### config.mk
export PLATFORM = sky130hd
export DESIGN_NAME = aclock_time_setter_flat
export DESIGN_NICKNAME = d
export VERILOG_FILES = /design/src/rtl/aclock_pkg.sv /design/src/rtl/aclock_time_setter_if.sv /design/src/rtl/btn_debounce.sv /design/src/rtl/aclock_time_setter.sv /design/src/flat_wrapper.sv
export SDC_FILE = /design/constraint.sdc
export NUM_CORES = 1
export LEC_CHECK = 0
export CORE_ASPECT_RATIO = 1.5
export CORE_UTILIZATION = 45
export CTS_BUF_LIST = sky130_fd_sc_hd__clkbuf_8
export DETAILED_ROUTE_END_ITERATION = 6
export DONT_BUFFER_PORTS = 1
export PLACE_DENSITY = 0.62
export SYNTH_ARGS = -nofsm -noshare
export SYNTH_HDL_FRONTEND = slang
export SYNTH_SLANG_ARGS = --single-unit
### constraint.sdc
create_clock -name clk -period 2.2 [get_ports clk]
set_input_delay 0.22 -clock clk [delete_from_list [all_inputs] [get_ports clk]]
set_output_delay 0.22 -clock clk [all_outputs]
set_load 0.05 [all_outputs]
### src/rtl/aclock_pkg.sv
// Shared constants and types for the Aclock button front end.
// State codes, BCD limits and digit field widths.
package aclock_pkg;

    localparam int HT_W = 2;
    localparam int DG_W = 4;

    localparam logic [2:0] ST_IDLE     = 3'd0;
    localparam logic [2:0] ST_T_HOUR   = 3'd1;
    localparam logic [2:0] ST_T_MIN    = 3'd2;
    localparam logic [2:0] ST_A_HOUR   = 3'd3;
    localparam logic [2:0] ST_A_MIN    = 3'd4;
    localparam logic [2:0] ST_COMMIT_T = 3'd5;
    localparam logic [2:0] ST_COMMIT_A = 3'd6;

    localparam logic [HT_W-1:0] HOUR_MAX_TENS       = 2'd2;
    localparam logic [DG_W-1:0] HOUR_MAX_UNITS_AT_2 = 4'd3;
    localparam logic [DG_W-1:0] MIN_MAX_TENS        = 4'd5;
    localparam logic [DG_W-1:0] DIGIT_MAX           = 4'd9;

    typedef struct packed {
        logic [HT_W-1:0] h1;
        logic [DG_W-1:0] h0;
        logic [DG_W-1:0] m1;
        logic [DG_W-1:0] m0;
    } hhmm_t;

endpackage

### src/rtl/aclock_time_setter_if.sv
// Link between the button front end and the Aclock core.
// master = front end, slave = core.
interface aclock_time_setter_if;
    import aclock_pkg::*;

    logic            Alarm;
    logic [HT_W-1:0] H_out1;
    logic [DG_W-1:0] H_out0;
    logic [DG_W-1:0] M_out1;
    logic [DG_W-1:0] M_out0;
    logic [HT_W-1:0] H_in1;
    logic [DG_W-1:0] H_in0;
    logic [DG_W-1:0] M_in1;
    logic [DG_W-1:0] M_in0;
    logic            LD_time;
    logic            LD_alarm;
    logic            AL_ON;
    logic            STOP_al;

    modport master (
        input  Alarm, H_out1, H_out0, M_out1, M_out0,
        output H_in1, H_in0, M_in1, M_in0,
        output LD_time, LD_alarm, AL_ON, STOP_al
    );

    modport slave (
        output Alarm, H_out1, H_out0, M_out1, M_out0,
        input  H_in1, H_in0, M_in1, M_in0,
        input  LD_time, LD_alarm, AL_ON, STOP_al
    );

endinterface

### src/rtl/btn_debounce.sv
// Push-button conditioner: 2-FF synchroniser plus stability filter.
// press is a one-cycle pulse on each accepted rising edge.
module btn_debounce #(
    parameter int DEBOUNCE_CYCLES = 2
) (
    input  logic clk,
    input  logic reset,
    input  logic raw,
    output logic level,
    output logic press
);

    localparam int CW = $clog2(DEBOUNCE_CYCLES + 1);
    localparam logic [CW-1:0] LAST = CW'(DEBOUNCE_CYCLES - 1);

    logic          sync1;
    logic          sync2;
    logic [CW-1:0] cnt;

    always_ff @(posedge clk) begin
        if (reset) begin
            sync1 <= 1'b0;
            sync2 <= 1'b0;
            cnt   <= '0;
            level <= 1'b0;
            press <= 1'b0;
        end else begin
            sync1 <= raw;
            sync2 <= sync1;
            press <= 1'b0;
            if (sync2 == level) begin
                cnt <= '0;
            end else if (cnt == LAST) begin
                cnt   <= '0;
                level <= sync2;
                press <= sync2;
            end else begin
                cnt <= cnt + 1'b1;
            end
        end
    end

endmodule

### src/rtl/aclock_time_setter.sv
// Button front end for the Aclock core: time/alarm edit FSM,
// BCD incrementers, auto-repeat and edit timeout.
module aclock_time_setter
    import aclock_pkg::*;
#(
    parameter int DEBOUNCE_CYCLES = 2,
    parameter int REPEAT_DELAY    = 10,
    parameter int REPEAT_RATE     = 3,
    parameter int TIMEOUT_CYCLES  = 100
) (
    input logic clk,
    input logic reset,
    input logic btn_mode,
    input logic btn_alarm,
    input logic btn_inc,
    input logic btn_arm,
    aclock_time_setter_if.master core
);

    localparam int RW = $clog2(REPEAT_DELAY + REPEAT_RATE + 1);
    localparam int TW = $clog2(TIMEOUT_CYCLES + 1);
    localparam logic [RW-1:0] REP_FIRST = RW'(REPEAT_DELAY);
    localparam logic [RW-1:0] REP_NEXT  = RW'(REPEAT_RATE);
    localparam logic [TW-1:0] TO_LAST   = TW'(TIMEOUT_CYCLES - 1);

    logic lvl_mode, lvl_alarm, lvl_inc, lvl_arm;
    logic p_mode, p_alarm, p_inc, p_arm;

    btn_debounce #(.DEBOUNCE_CYCLES(DEBOUNCE_CYCLES)) u_mode (
        .clk(clk), .reset(reset), .raw(btn_mode),
        .level(lvl_mode), .press(p_mode)
    );
    btn_debounce #(.DEBOUNCE_CYCLES(DEBOUNCE_CYCLES)) u_alarm (
        .clk(clk), .reset(reset), .raw(btn_alarm),
        .level(lvl_alarm), .press(p_alarm)
    );
    btn_debounce #(.DEBOUNCE_CYCLES(DEBOUNCE_CYCLES)) u_inc (
        .clk(clk), .reset(reset), .raw(btn_inc),
        .level(lvl_inc), .press(p_inc)
    );
    btn_debounce #(.DEBOUNCE_CYCLES(DEBOUNCE_CYCLES)) u_arm (
        .clk(clk), .reset(reset), .raw(btn_arm),
        .level(lvl_arm), .press(p_arm)
    );

    logic [2:0]    state, state_nx;
    hhmm_t         edit, edit_nx, shadow, seed, hour_up, min_up;
    logic [RW-1:0] rep_cnt;
    logic          rep_started;
    logic [TW-1:0] to_cnt;
    logic          al_on, stop;
    logic          editing, hour_field, hold_ok, rep;
    logic          ev_mode, ev_alarm, ev_inc, any_ev, timed_out;

    assign seed = {core.H_out1, core.H_out0, core.M_out1, core.M_out0};

    always_comb begin
        editing = (state == ST_T_HOUR) || (state == ST_T_MIN) ||
                  (state == ST_A_HOUR) || (state == ST_A_MIN);
        hour_field = (state == ST_T_HOUR) || (state == ST_A_HOUR);
        // Any other held button pauses auto-repeat, extending the
        // rule that mode/alarm outrank inc.
        hold_ok = editing && lvl_inc && !lvl_mode && !lvl_alarm && !lvl_arm;
        rep = hold_ok && (rep_started ? (rep_cnt == REP_NEXT)
                                      : (rep_cnt == REP_FIRST));
        ev_mode   = p_mode;
        ev_alarm  = p_alarm && !p_mode;
        ev_inc    = (p_inc || rep) && !p_mode && !p_alarm;
        any_ev    = p_mode || p_alarm || p_inc || p_arm || rep;
        timed_out = editing && !any_ev && (to_cnt == TO_LAST);
    end

    always_comb begin
        hour_up = edit;
        if (edit.h1 == HOUR_MAX_TENS && edit.h0 >= HOUR_MAX_UNITS_AT_2) begin
            hour_up.h1 = '0;
            hour_up.h0 = '0;
        end else if (edit.h0 == DIGIT_MAX) begin
            hour_up.h1 = edit.h1 + 1'b1;
            hour_up.h0 = '0;
        end else begin
            hour_up.h0 = edit.h0 + 1'b1;
        end
    end

    always_comb begin
        min_up = edit;
        if (edit.m0 == DIGIT_MAX) begin
            min_up.m0 = '0;
            min_up.m1 = (edit.m1 >= MIN_MAX_TENS) ? '0 : edit.m1 + 1'b1;
        end else begin
            min_up.m0 = edit.m0 + 1'b1;
        end
    end

    always_comb begin
        state_nx = state;
        unique case (state)
            ST_IDLE:
                if (ev_mode)       state_nx = ST_T_HOUR;
                else if (ev_alarm) state_nx = ST_A_HOUR;
            ST_T_HOUR:
                if (ev_mode)       state_nx = ST_T_MIN;
                else if (ev_alarm) state_nx = ST_IDLE;
            ST_T_MIN:
                if (ev_mode)       state_nx = ST_COMMIT_T;
                else if (ev_alarm) state_nx = ST_IDLE;
            ST_A_HOUR:
                if (ev_mode)       state_nx = ST_IDLE;
                else if (ev_alarm) state_nx = ST_A_MIN;
            ST_A_MIN:
                if (ev_mode)       state_nx = ST_IDLE;
                else if (ev_alarm) state_nx = ST_COMMIT_A;
            default:               state_nx = ST_IDLE;
        endcase
        if (timed_out) state_nx = ST_IDLE;
    end

    always_comb begin
        edit_nx = edit;
        if (state == ST_IDLE && ev_mode)       edit_nx = seed;
        else if (state == ST_IDLE && ev_alarm) edit_nx = shadow;
        else if (ev_inc && editing)            edit_nx = hour_field ? hour_up : min_up;
    end

    always_ff @(posedge clk) begin
        if (reset) begin
            state       <= ST_IDLE;
            edit        <= '0;
            shadow      <= '0;
            rep_cnt     <= '0;
            rep_started <= 1'b0;
            to_cnt      <= '0;
            al_on       <= 1'b0;
            stop        <= 1'b0;
        end else begin
            state <= state_nx;
            edit  <= edit_nx;
            if (state == ST_COMMIT_A) shadow <= edit;
            if (!hold_ok) begin
                rep_cnt     <= '0;
                rep_started <= 1'b0;
            end else if (rep) begin
                rep_cnt     <= RW'(1);
                rep_started <= 1'b1;
            end else begin
                rep_cnt <= rep_cnt + 1'b1;
            end
            if (!editing || any_ev || timed_out) to_cnt <= '0;
            else                                 to_cnt <= to_cnt + 1'b1;
            al_on <= al_on ^ (p_arm && !core.Alarm);
            stop  <= p_arm && core.Alarm;
        end
    end

    assign core.H_in1    = edit.h1;
    assign core.H_in0    = edit.h0;
    assign core.M_in1    = edit.m1;
    assign core.M_in0    = edit.m0;
    assign core.LD_time  = (state == ST_COMMIT_T);
    assign core.LD_alarm = (state == ST_COMMIT_A);
    assign core.AL_ON    = al_on;
    assign core.STOP_al  = stop;

endmodule

### src/flat_wrapper.sv
// flat-port wrapper written by rule: the top's interface ports become plain ports
module aclock_time_setter_flat import aclock_pkg::*;
#(
    parameter int DEBOUNCE_CYCLES = 2,
    parameter int REPEAT_DELAY    = 10,
    parameter int REPEAT_RATE     = 3,
    parameter int TIMEOUT_CYCLES  = 100
)
  (clk, reset, btn_mode, btn_alarm, btn_inc, btn_arm, core_Alarm, core_H_out1, core_H_out0, core_M_out1, core_M_out0, core_H_in1, core_H_in0, core_M_in1, core_M_in0, core_LD_time, core_LD_alarm, core_AL_ON, core_STOP_al);
  aclock_time_setter_if core_i ();
  input logic clk;
  input logic reset;
  input logic btn_mode;
  input logic btn_alarm;
  input logic btn_inc;
  input logic btn_arm;
  input wire logic [$bits(core_i.Alarm)-1:0] core_Alarm;
  input wire logic [$bits(core_i.H_out1)-1:0] core_H_out1;
  input wire logic [$bits(core_i.H_out0)-1:0] core_H_out0;
  input wire logic [$bits(core_i.M_out1)-1:0] core_M_out1;
  input wire logic [$bits(core_i.M_out0)-1:0] core_M_out0;
  output wire logic [$bits(core_i.H_in1)-1:0] core_H_in1;
  output wire logic [$bits(core_i.H_in0)-1:0] core_H_in0;
  output wire logic [$bits(core_i.M_in1)-1:0] core_M_in1;
  output wire logic [$bits(core_i.M_in0)-1:0] core_M_in0;
  output wire logic [$bits(core_i.LD_time)-1:0] core_LD_time;
  output wire logic [$bits(core_i.LD_alarm)-1:0] core_LD_alarm;
  output wire logic [$bits(core_i.AL_ON)-1:0] core_AL_ON;
  output wire logic [$bits(core_i.STOP_al)-1:0] core_STOP_al;
  assign core_i.Alarm = core_Alarm;
  assign core_i.H_out1 = core_H_out1;
  assign core_i.H_out0 = core_H_out0;
  assign core_i.M_out1 = core_M_out1;
  assign core_i.M_out0 = core_M_out0;
  assign core_H_in1 = core_i.H_in1;
  assign core_H_in0 = core_i.H_in0;
  assign core_M_in1 = core_i.M_in1;
  assign core_M_in0 = core_i.M_in0;
  assign core_LD_time = core_i.LD_time;
  assign core_LD_alarm = core_i.LD_alarm;
  assign core_AL_ON = core_i.AL_ON;
  assign core_STOP_al = core_i.STOP_al;
  aclock_time_setter #(.DEBOUNCE_CYCLES(DEBOUNCE_CYCLES), .REPEAT_DELAY(REPEAT_DELAY), .REPEAT_RATE(REPEAT_RATE), .TIMEOUT_CYCLES(TIMEOUT_CYCLES)) u_core (.clk(clk), .reset(reset), .btn_mode(btn_mode), .btn_alarm(btn_alarm), .btn_inc(btn_inc), .btn_arm(btn_arm), .core(core_i));
endmodule
==> impl_metrics.yaml, run 1 <==
outcome:
  status: "completed"
floorplanning:
  initial_utilization: 0.4615
  io_pins: 39
  fp.coreArea_sq_mm: 0.007179
  fp.dieH_um: 107.1
  rows: 38
  die_w_um: 72.06
  die_area_sq_mm: 0.007717
worst_setup_path:
  crit_buf_inv: 0
  crit_arrival_ns: 2.30
  cp_max_fo: 16
  path_cells: "o21ai_0, nand3_1, a2111o_1, a221o_1, a21oi_2"
  start_kind: "flop"
  endpoint_kind: "flop"
  reg2regPathDepth: 5
  critPathKind: "flop to flop"
  max_stage_delay_ns: 0.45
  worst_path_max_delay_cell: "dfxtp_1"
  path_delay_family: "compound AO/OA/AOI/OAI gates"
  worst-path-stages: 5
  crit_required_ns: 2.50
yosys:
  synthCells: 389
  yosysWarnings: 0
  synthXorXnorAreaFrac: 0.03965
  synthMuxAreaShare: 0.02115
  yosysTopAreaCell: "dfxtp_1"
  syn_area_sq_mm: 0.003313
  synthTopCellsByArea: "dfxtp_1 (42%), nand2_1 (5.9%), ha_1 (5.3%), a21oi_1 (4.4%), nor2_1 (3.7%)"
  synth_top_cell_area_share: 0.4169
  postSynthAreaPerCell_sq_um: 8.517
  synth_flop_cell: "dfxtp_1"
  synth_nets: 424
  synth_compound_area_frac: 0.1801
  synth_edf_count: 0
  synth_top_family_by_area: "simple AND/OR/NAND/NOR gates"
  synthAdderAreaFrac: 0.05287
  synth-seq-area-share: 0.4169
  synth_simple_gate_area_share: 0.2492
  ys_async_sr_fraction: 0
  synth_seq_cells: 69
  synth_cell_type_count: 56
placed_design:
  hpwl_mm: 5.464
  place_area_sq_mm: 0.003571
  dp_cells: 496
  place.gp.congestion: 0.8629
  preCtsSetupSlack_ns: 0.2325
  portBuffers: 0
grt:
  grt_max_degree: 40
  antenna_found_initial: 0
  first_global_vias: 2811
  globalRouteTotalUtil: 0.2164
  overflow: 0
  grt_pass1_wl_mm: 12.67
routing:
  via_per_inst: 5.562
  routed-via-count: 2881
  ant_nets: 0
  drt_iter0_drc: 142
  dr.pass1.iters: 5
  drc: 0
  wl_mm: 7.694
  wire_per_inst_um: 14.85
clocking:
  cts_tree: "built"
  cts_resized: 0
  htree_levels: 3
  cts.sink_count: 69
  clk_pin_slew_ns: 0.07
  max-clock-path-buffers: 2
  clockRootBuffer: "clkbuf_8"
  cts-buffers-inserted: 9
  clk-insertion-delay-late_ns: 0.36
timing:
  worst_slack_ns: 0.1950
  fmax_ghz: 0.4988
  setup_viol_count_final: 0
  slew_headroom: 0.5952
  worstMarginPinSlew_ns: 0.6063
  setup_tns_ns: 0
  finClkSkew_ns: 0.007159
  post-route-period-util: 0.9114
  slew_violations: 0
  grt_setup_unrepaired: "false"
  period_minus_slack_ns: 2.005
  hold_violations: 0
layout:
  drive_gt1_frac: 0.1292
  finalInstanceArea_sq_mm: 0.003832
  final_common_cell: "dfxtp_1"
  layout_common_cells: "dfxtp_1 (69), nand2_1 (52), nor2_1 (33)"
  areaGrowthSynthToFinish_pct: 15.67
  nets: 448
  diodes: 0
  instances_no_fill: 518
power:
  p_per_area_mw_per_mm2: 609.9
  ir_worst_vdd_v: 0.0004573
  p_total_mw: 2.337
  leakagePower_nw: 1.412
hold_path:
  min_path_cells: 2
  min_path_type: "primary input to flop"
flow_run:
  max_cap_violations: 0
==> cells by family after synthesis <==
family / count (synthesis)
AO/OA/AOI/OAI: 91
multiplexers: 7
flip-flops: 69
buffers and inverters: 34
adder cells (fa/ha/maj): 14
AND/OR/NAND/NOR: 159
XOR/XNOR: 15
==> stage by stage <==
step / hold slack, ns / utilization
after global routing: 0.03182 / 0.5338
final: 0.04100 / 0.5338
after global placement: 0.2926 / 0.4974
after CTS: 0.02397 / 0.5338
after floorplan: 0.3482 / -
after detailed placement: 0.2940 / 0.4974
==> per-layer routing <==
metal | vias to the layer above | GRT usage | share of wire
met5 | - | 0 | 0
met4 | 0 | 0.1331 | 0.036
met3 | 24 | 0.04793 | 0.031
met2 | 63 | 0.3965 | 0.54
met1 | 1368 | 0.2154 | 0.40
li1 | 1426 | - | -
==> final timing paths <==
path | from | to | slack, ns
max | u_core.state[0]$_SDFFE_PP0P_ | u_core.core.M_in1[2]$_SDFFE_PP0P_ | 0.20
min | reset | u_core.u_mode.cnt[1]$_SDFF_PP0_ | 0.04
max reg2reg | u_core.state[0]$_SDFFE_PP0P_ | u_core.core.M_in1[2]$_SDFFE_PP0P_ | 0.20
min reg2reg | u_core.u_inc.cnt[0]$_SDFF_PP0_ | u_core.u_inc.cnt[0]$_SDFF_PP0_ | 0.42
==> repair_timing <==
action / CTS / global route
hold endpoints to repair: 40 / 0
setup buffers: 0 / 0
hold buffers: 6 / 0
==> cell usage after synthesis (4+ instances only) <==
library cell  instances
buf_2                 4
a221o_1               4
nor2_1               33
o31ai_1               5
clkbuf_1             16
nand2_1              52
xnor2_1              10
or3_1                 6
xor2_1                5
o21ai_0              15
a31oi_1               8
inv_1                13
o2111ai_1             5
nand2b_1              7
nor2b_1              17
dfxtp_1              69
ha_1                 14
nor3_1                4
o22ai_1               4
mux2i_1               7
a21oi_1              29
nand3_1              13
==> registers in the layout (all words and copies together), names as in the netlist, 2 cells and up <==
register and count:
u_core.shadow 14, u_core.to_cnt 7, u_core.core.H_in0 4, u_core.core.M_in0 4, u_core.core.M_in1 4, u_core.rep_cnt 4
u_core.state 3, u_core.core.H_in1 2, u_core.u_alarm.cnt 2, u_core.u_arm.cnt 2, u_core.u_inc.cnt 2, u_core.u_mode.cnt 2
==> power breakdown <==
part / internal (mW) / switching (mW) / total [mW] / leakage (nW)
clock: 0.516 / 0.488 / 1.00 / 0.0964
sequential: 1.26 / 0.00696 / 1.27 / 0.558
combinational: 0.0305 / 0.0369 / 0.0674 / 0.758
==> final cells by class <==
type                    count  area [sq um]
fillers                   724          3347
repair buffers             34         280.3
flip-flops and latches     69          1381
multi-input cells         286          1805
clock inverters             7         67.56
inverters                  13         48.80
clock buffers               9         123.9
well taps                 100         125.1
Note: power is estimated with default switching activity, not from simulation.
==> inputs of run 2 (changes only) <==
==> constraint.sdc (replaced) <==
create_clock -name clk -period 2.4 [get_ports clk]
set_input_delay 0.24 -clock clk [delete_from_list [all_inputs] [get_ports clk]]
set_output_delay 0.24 -clock clk [all_outputs]
set_load 0.05 [all_outputs]
==> run 2 against run 1 <==
  * Die area unchanged
  * Critical path depth unchanged
  * Clock power decreased by 7%
  * First-iteration DRC count increased by 3.5%
  * Utilization decreased by 1.5 points
==> impl_metrics.yaml, run 2 (synthesized netlist as in run 1, its figures left out) <==
timing:
  grt_setup_unrepaired: "false"
  slew_headroom: 0.5243
  setup_tns_ns: 0
  setup_viol_count_final: 0
  fmax_ghz: 0.4784
  slew_violations: 0
  worstMarginPinSlew_ns: 0.7125
  post-route-period-util: 0.8710
  hold_violations: 0
  period_minus_slack_ns: 2.090
  finClkSkew_ns: 0.01161
grt:
  antenna_found_initial: 0
  grt_pass1_wl_mm: 12.61
  first_global_vias: 2730
  overflow: 0
  grt_max_degree: 40
  globalRouteTotalUtil: 0.2115
clocking:
  cts_tree: "built"
  clk-insertion-delay-late_ns: 0.35
  cts-buffers-inserted: 9
  clockRootBuffer: "clkbuf_8"
  cts_hold_buffers: 1
  cts.sink_count: 69
  post-cts-setup-buffers: 0
  cts_resized: 0
  clk_pin_slew_ns: 0.07
  htree_levels: 3
  max-clock-path-buffers: 2
floorplanning:
  io_pins: 39
  die_w_um: 72.06
  die_area_sq_mm: 0.007717
  fp.dieH_um: 107.1
  rows: 38
  initial_utilization: 0.4615
  fp.coreArea_sq_mm: 0.007179
worst_setup_path:
  cp_max_fo: 14
  endpoint_kind: "flop"
  worst_path_max_delay_cell: "dfxtp_1"
  path_delay_family: "compound AO/OA/AOI/OAI gates"
  r2r-start: "u_core.u_mode.press$_SDFF_PP0_"
  regToRegSetupSlack_ns: 0.31
  critPathKind: "flop to flop"
  crit_required_ns: 2.68
  setup.worst_path.end: "u_core.core.M_in1[2]$_SDFFE_PP0P_"
  path_cells: "nor2_1, nand3_1, a2111o_1, a221o_1, a21oi_2"
  cp-startpoint: "u_core.u_mode.press$_SDFF_PP0_"
  worst-path-stages: 5
  crit_arrival_ns: 2.37
  reg2reg_to: "u_core.core.M_in1[2]$_SDFFE_PP0P_"
  reg2regPathDepth: 5
  crit_buf_inv: 0
  max_stage_delay_ns: 0.45
  start_kind: "flop"
power:
  ir_worst_vdd_v: 0.0003613
  leakagePower_nw: 1.357
  p_total_mw: 2.144
  p_per_area_mw_per_mm2: 575.7
layout:
  final_common_cell: "dfxtp_1"
  top_regs: "u_core.shadow: 14 flops, u_core.to_cnt: 7 flops"
  drive_gt1_frac: 0.1111
  largest_reg_flops: 14
  utilization: 0.5186
  diodes: 0
  areaGrowthSynthToFinish_pct: 12.39
  finalInstanceArea_sq_mm: 0.003724
  nets: 435
  seq_area_sq_mm: 0.001381
  regMostFlops: "u_core.shadow"
  multiInputGateArea_sq_mm: 0.001805
  n_fill_cell: 697
  layout_common_cells: "dfxtp_1 (69), nand2_1 (52), nor2_1 (33)"
routing:
  drc: 0
  wire_per_inst_um: 14.97
  dr.pass1.iters: 4
  routed-via-count: 2791
  drt_iter0_drc: 147
  ant_nets: 0
  via_per_inst: 5.527
  wl_mm: 7.560
placed_design:
  hpwl_mm: 5.501
  portBuffers: 0
  place.gp.congestion: 0.8831
  place_area_sq_mm: 0.003511
flow_run:
  max_cap_violations: 0
outcome:
  status: "completed"
hold_path:
  min_path_type: "primary input to flop"
-- run 2: cell count changes in the layout (fill, tap and decap cells not counted), sizes merged --
cell	change
clkinvlp	-1
clkbuf	+1
dlygate4sd3	-5
clkinv	-1
buf	-8
inv	+1
-- run 2: metal layers --
metal	vias to the layer above	routed length, um	GRT usage	part of all wire
li1	1390	-	-	-
met4	0	161	0.08543	0.021
met1	1328	3064	0.2317	0.41
met5	-	0	0	0
met2	60	4033	0.3865	0.53
met3	13	302	0.04417	0.040
-- run 2: through the flow --
step | setup slack [ns] | cells | hold slack, ns
global route | 0.1430 | 505 | 0.02230
finish | 0.3097 | 505 | 0.02667
floorplan | 0.3356 | 389 | 0.3682
detailed placement | 0.3778 | 488 | 0.3108
CTS | 0.3317 | 505 | 0.01535
global placement | 0.3990 | 488 | 0.3110
-- run 2: final cells by class --
cell class | count | share of cell area
Multi-Input combinational cell | 286 | 0.4849
Sequential cell | 69 | 0.3710
Timing Repair Buffer | 21 | 0.04570
Clock buffer | 10 | 0.03696
Tap cell | 100 | 0.03360
Clock inverter | 6 | 0.01478
Inverter | 13 | 0.01310
-- run 2: worst min-delay path by stage --
stage	startpoint	end	slack, ns	cells past startpoint
after global placement	reset	u_core.core.M_in1[2]$_SDFFE_PP0P_	0.31	1
after global routing	btn_inc	u_core.u_inc.sync1$_SDFF_PP0_	0.02	1
after CTS	btn_mode	u_core.u_mode.sync1$_SDFF_PP0_	0.02	1
final	btn_arm	u_core.u_arm.sync1$_SDFF_PP0_	0.03	1
after floorplan	btn_alarm	u_core.u_alarm.sync1$_SDFF_PP0_	0.37	1
after detailed placement	reset	u_core.core.M_in1[2]$_SDFFE_PP0P_	0.31	1
-- run 2: where the power goes --
group,internal (mW),total [mW],switching (mW)
Clock,0.497,0.929,0.432
Sequential,1.15,1.16,0.00691
Combinational,0.0221,0.0536,0.0314
==> inputs of run 3 (changes only) <==
--- a/config.mk
+++ b/config.mk
@@ -13,4 +13,5 @@
 export PLACE_DENSITY = 0.62
 export SYNTH_ARGS = -nofsm -noshare
 export SYNTH_HDL_FRONTEND = slang
+export SYNTH_HIERARCHICAL = 1
 export SYNTH_SLANG_ARGS = --single-unit
==> run 3 against run 2 <==
  * Maximum frequency shrank 7.1%
  * Combinational power barely moved
  * Largest power group unchanged
  * Critical endpoint is now core_LD_alarm
  * Register-to-register slack got worse by 0.09 ns
==> impl_metrics.yaml, run 3 <==
layout:
  top_regs: "u_core/shadow: 14 flops, u_core/to_cnt: 7 flops"
  multiInputGateArea_sq_mm: 0.001861
  layout_common_cells: "dfxtp_1 (69), nand2_1 (46), a21oi_1 (27)"
  utilization: 0.5222
  largest_reg_flops: 14
  seq_area_sq_mm: 0.001381
  nets: 430
  regMostFlops: "u_core/shadow"
  diodes: 0
  areaGrowthSynthToFinish_pct: 11.82
  instances_no_fill: 500
  finalInstanceArea_sq_mm: 0.003799
  final_common_cell: "dfxtp_1"
  n_fill_cell: 710
  drive_gt1_frac: 0.1375
grt:
  antenna_found_initial: 0
  grt_pass1_wl_mm: 12.48
  overflow: 0
  first_global_vias: 2649
  globalRouteTotalUtil: 0.2075
  grt_max_degree: 47
timing:
  hold_violations: 0
  period_minus_slack_ns: 2.251
  worstMarginPinSlew_ns: 0.6761
  finClkSkew_ns: 0.01060
  post-route-period-util: 0.9377
  setup_tns_ns: 0
  slew_headroom: 0.5487
  holdWs_ns: 0.01580
  grt_setup_unrepaired: "false"
  fmax_ghz: 0.4443
  worst_slack_ns: 0.1495
  setup_viol_count_final: 0
  slew_violations: 0
worst_setup_path:
  crit_arrival_ns: 2.01
  endpoint_kind: "primary output"
  cp_max_fo: 16
  reg2regPathDepth: 5
  critPathKind: "flop to primary output"
  start_kind: "flop"
  crit_required_ns: 2.16
routing:
  drc: 0
  ant_nets: 0
  wl_mm: 7.722
  routed-via-count: 2809
  drt_iter0_drc: 150
  via_per_inst: 5.618
  wire_per_inst_um: 15.44
  dr.pass1.iters: 4
yosys:
  synth_edf_count: 0
  yosysMostFrequentCell: "dfxtp_1"
  yosysTopAreaCell: "dfxtp_1"
  ys_async_sr_fraction: 0
  synthCells: 383
  synth_common_cells: "dfxtp_1 (69), nand2_1 (46), a21oi_1 (27)"
  postSynthAreaPerCell_sq_um: 8.869
  synth_top_cell_area_share: 0.4066
  synth_nets: 418
  synth_cell_type_count: 59
  synthTopCellsByArea: "dfxtp_1 (41%), ha_1 (5.2%), nand2_1 (5.1%), a21oi_1 (4.0%), nor2_1 (2.9%)"
  yosysWarnings: 6
  syn_area_sq_mm: 0.003397
  synth_seq_cells: 69
  synth_flop_cell: "dfxtp_1"
  synth-seq-area-share: 0.4066
placed_design:
  portBuffers: 0
  place_area_sq_mm: 0.003567
  place.gp.congestion: 0.8325
  preCtsSetupSlack_ns: 0.2661
  hpwl_mm: 5.282
  dp_cells: 482
hold_path:
  min_path_type: "primary input to flop"
  min_path_cells: 1
floorplanning:
  die_w_um: 72.94
  initial_utilization: 0.4670
  fp.coreArea_sq_mm: 0.007274
  io_pins: 39
  rows: 38
  fp.dieH_um: 108.4
  die_area_sq_mm: 0.007907
power:
  leakagePower_nw: 1.341
  p_total_mw: 2.174
  ir_worst_vdd_v: 0.0004616
  p_per_area_mw_per_mm2: 572.3
clocking:
  cts_tree: "built"
  post-cts-setup-buffers: 0
  clockRootBuffer: "clkbuf_8"
  cts_resized: 0
  htree_levels: 3
  cts.sink_count: 69
  clk_pin_slew_ns: 0.08
  cts-buffers-inserted: 9
  clk-insertion-delay-late_ns: 0.36
  max-clock-path-buffers: 2
flow_run:
  max_cap_violations: 0
outcome:
  status: "completed"
==> run 3: cell types whose count changed in the layout (fill, tap and decap cells not counted), sizes merged, moves of 5 or more <==
cell	change
nor4	+9
o211ai	+8
nor2	-6
nand2	-6
o2111ai	-5
==> run 3: per-layer routing <==
metal | wire, um | vias to the layer above | global-route usage
li1 | - | 1393 | -
met1 | 3415 | 1326 | 0.2507
met2 | 3743 | 77 | 0.3425
met3 | 396 | 13 | 0.05033
met4 | 167 | 0 | 0.09804
met5 | 0 | - | 0
==> run 3: cell families after synthesis <==
kind of cell,count (synthesis),share of synthesized area
compound gates,90,0.1790
xor+xnor,17,0.04383
fa+ha+maj,14,0.05157
buf+inv,34,0.04567
flops,69,0.4066
mux,9,0.02652
simple gates,150,0.2468
==> run 3: repair_timing <==
| item | CTS | global route |
|---|---|---|
| endpoints found under the setup margin | 0 | 0 |
| hold buffers | 2 | 0 |
| hold endpoints to repair | 46 | 0 |
==> run 3: final cells by class <==
class | instances | area share
clock inverters | 6 | 0.01680
clock buffers | 10 | 0.03623
well taps | 100 | 0.03294
multi-input cells | 280 | 0.4898
inverters | 16 | 0.01581
repair buffers | 19 | 0.04480
flip-flops and latches | 69 | 0.3636
==> run 3: final timing paths <==
check / startpoint / end / slack (ns)
worst min register to register: u_core/u_inc/cnt[0]$_SDFF_PP0_ / u_core/u_inc/cnt[0]$_SDFF_PP0_ / 0.43
worst max-delay path: u_core/state[2]$_SDFFE_PP0P_ / core_LD_alarm / 0.15
worst max register to register: u_core/state[2]$_SDFFE_PP0P_ / u_core/core.M_in1[3]$_SDFFE_PP0P_ / 0.22
worst min-delay path: btn_mode / u_core/u_mode/sync1$_SDFF_PP0_ / 0.02
==> run 3: power breakdown <==
group | internal (mW) | switching [mW] | total, mW
sequential | 1.15 | 0.00656 | 1.16
clock | 0.506 | 0.454 | 0.960
combinational | 0.0212 | 0.0326 | 0.0538
total | 1.68 | 0.493 | 2.17
==> run 3: worst max-delay path: stages, from the launching register on <==
cell and delay, ns:
dfxtp_1 0.65, nand2_1 0.09, or2_2 0.44, inv_1 0.26, buf_12 0.20
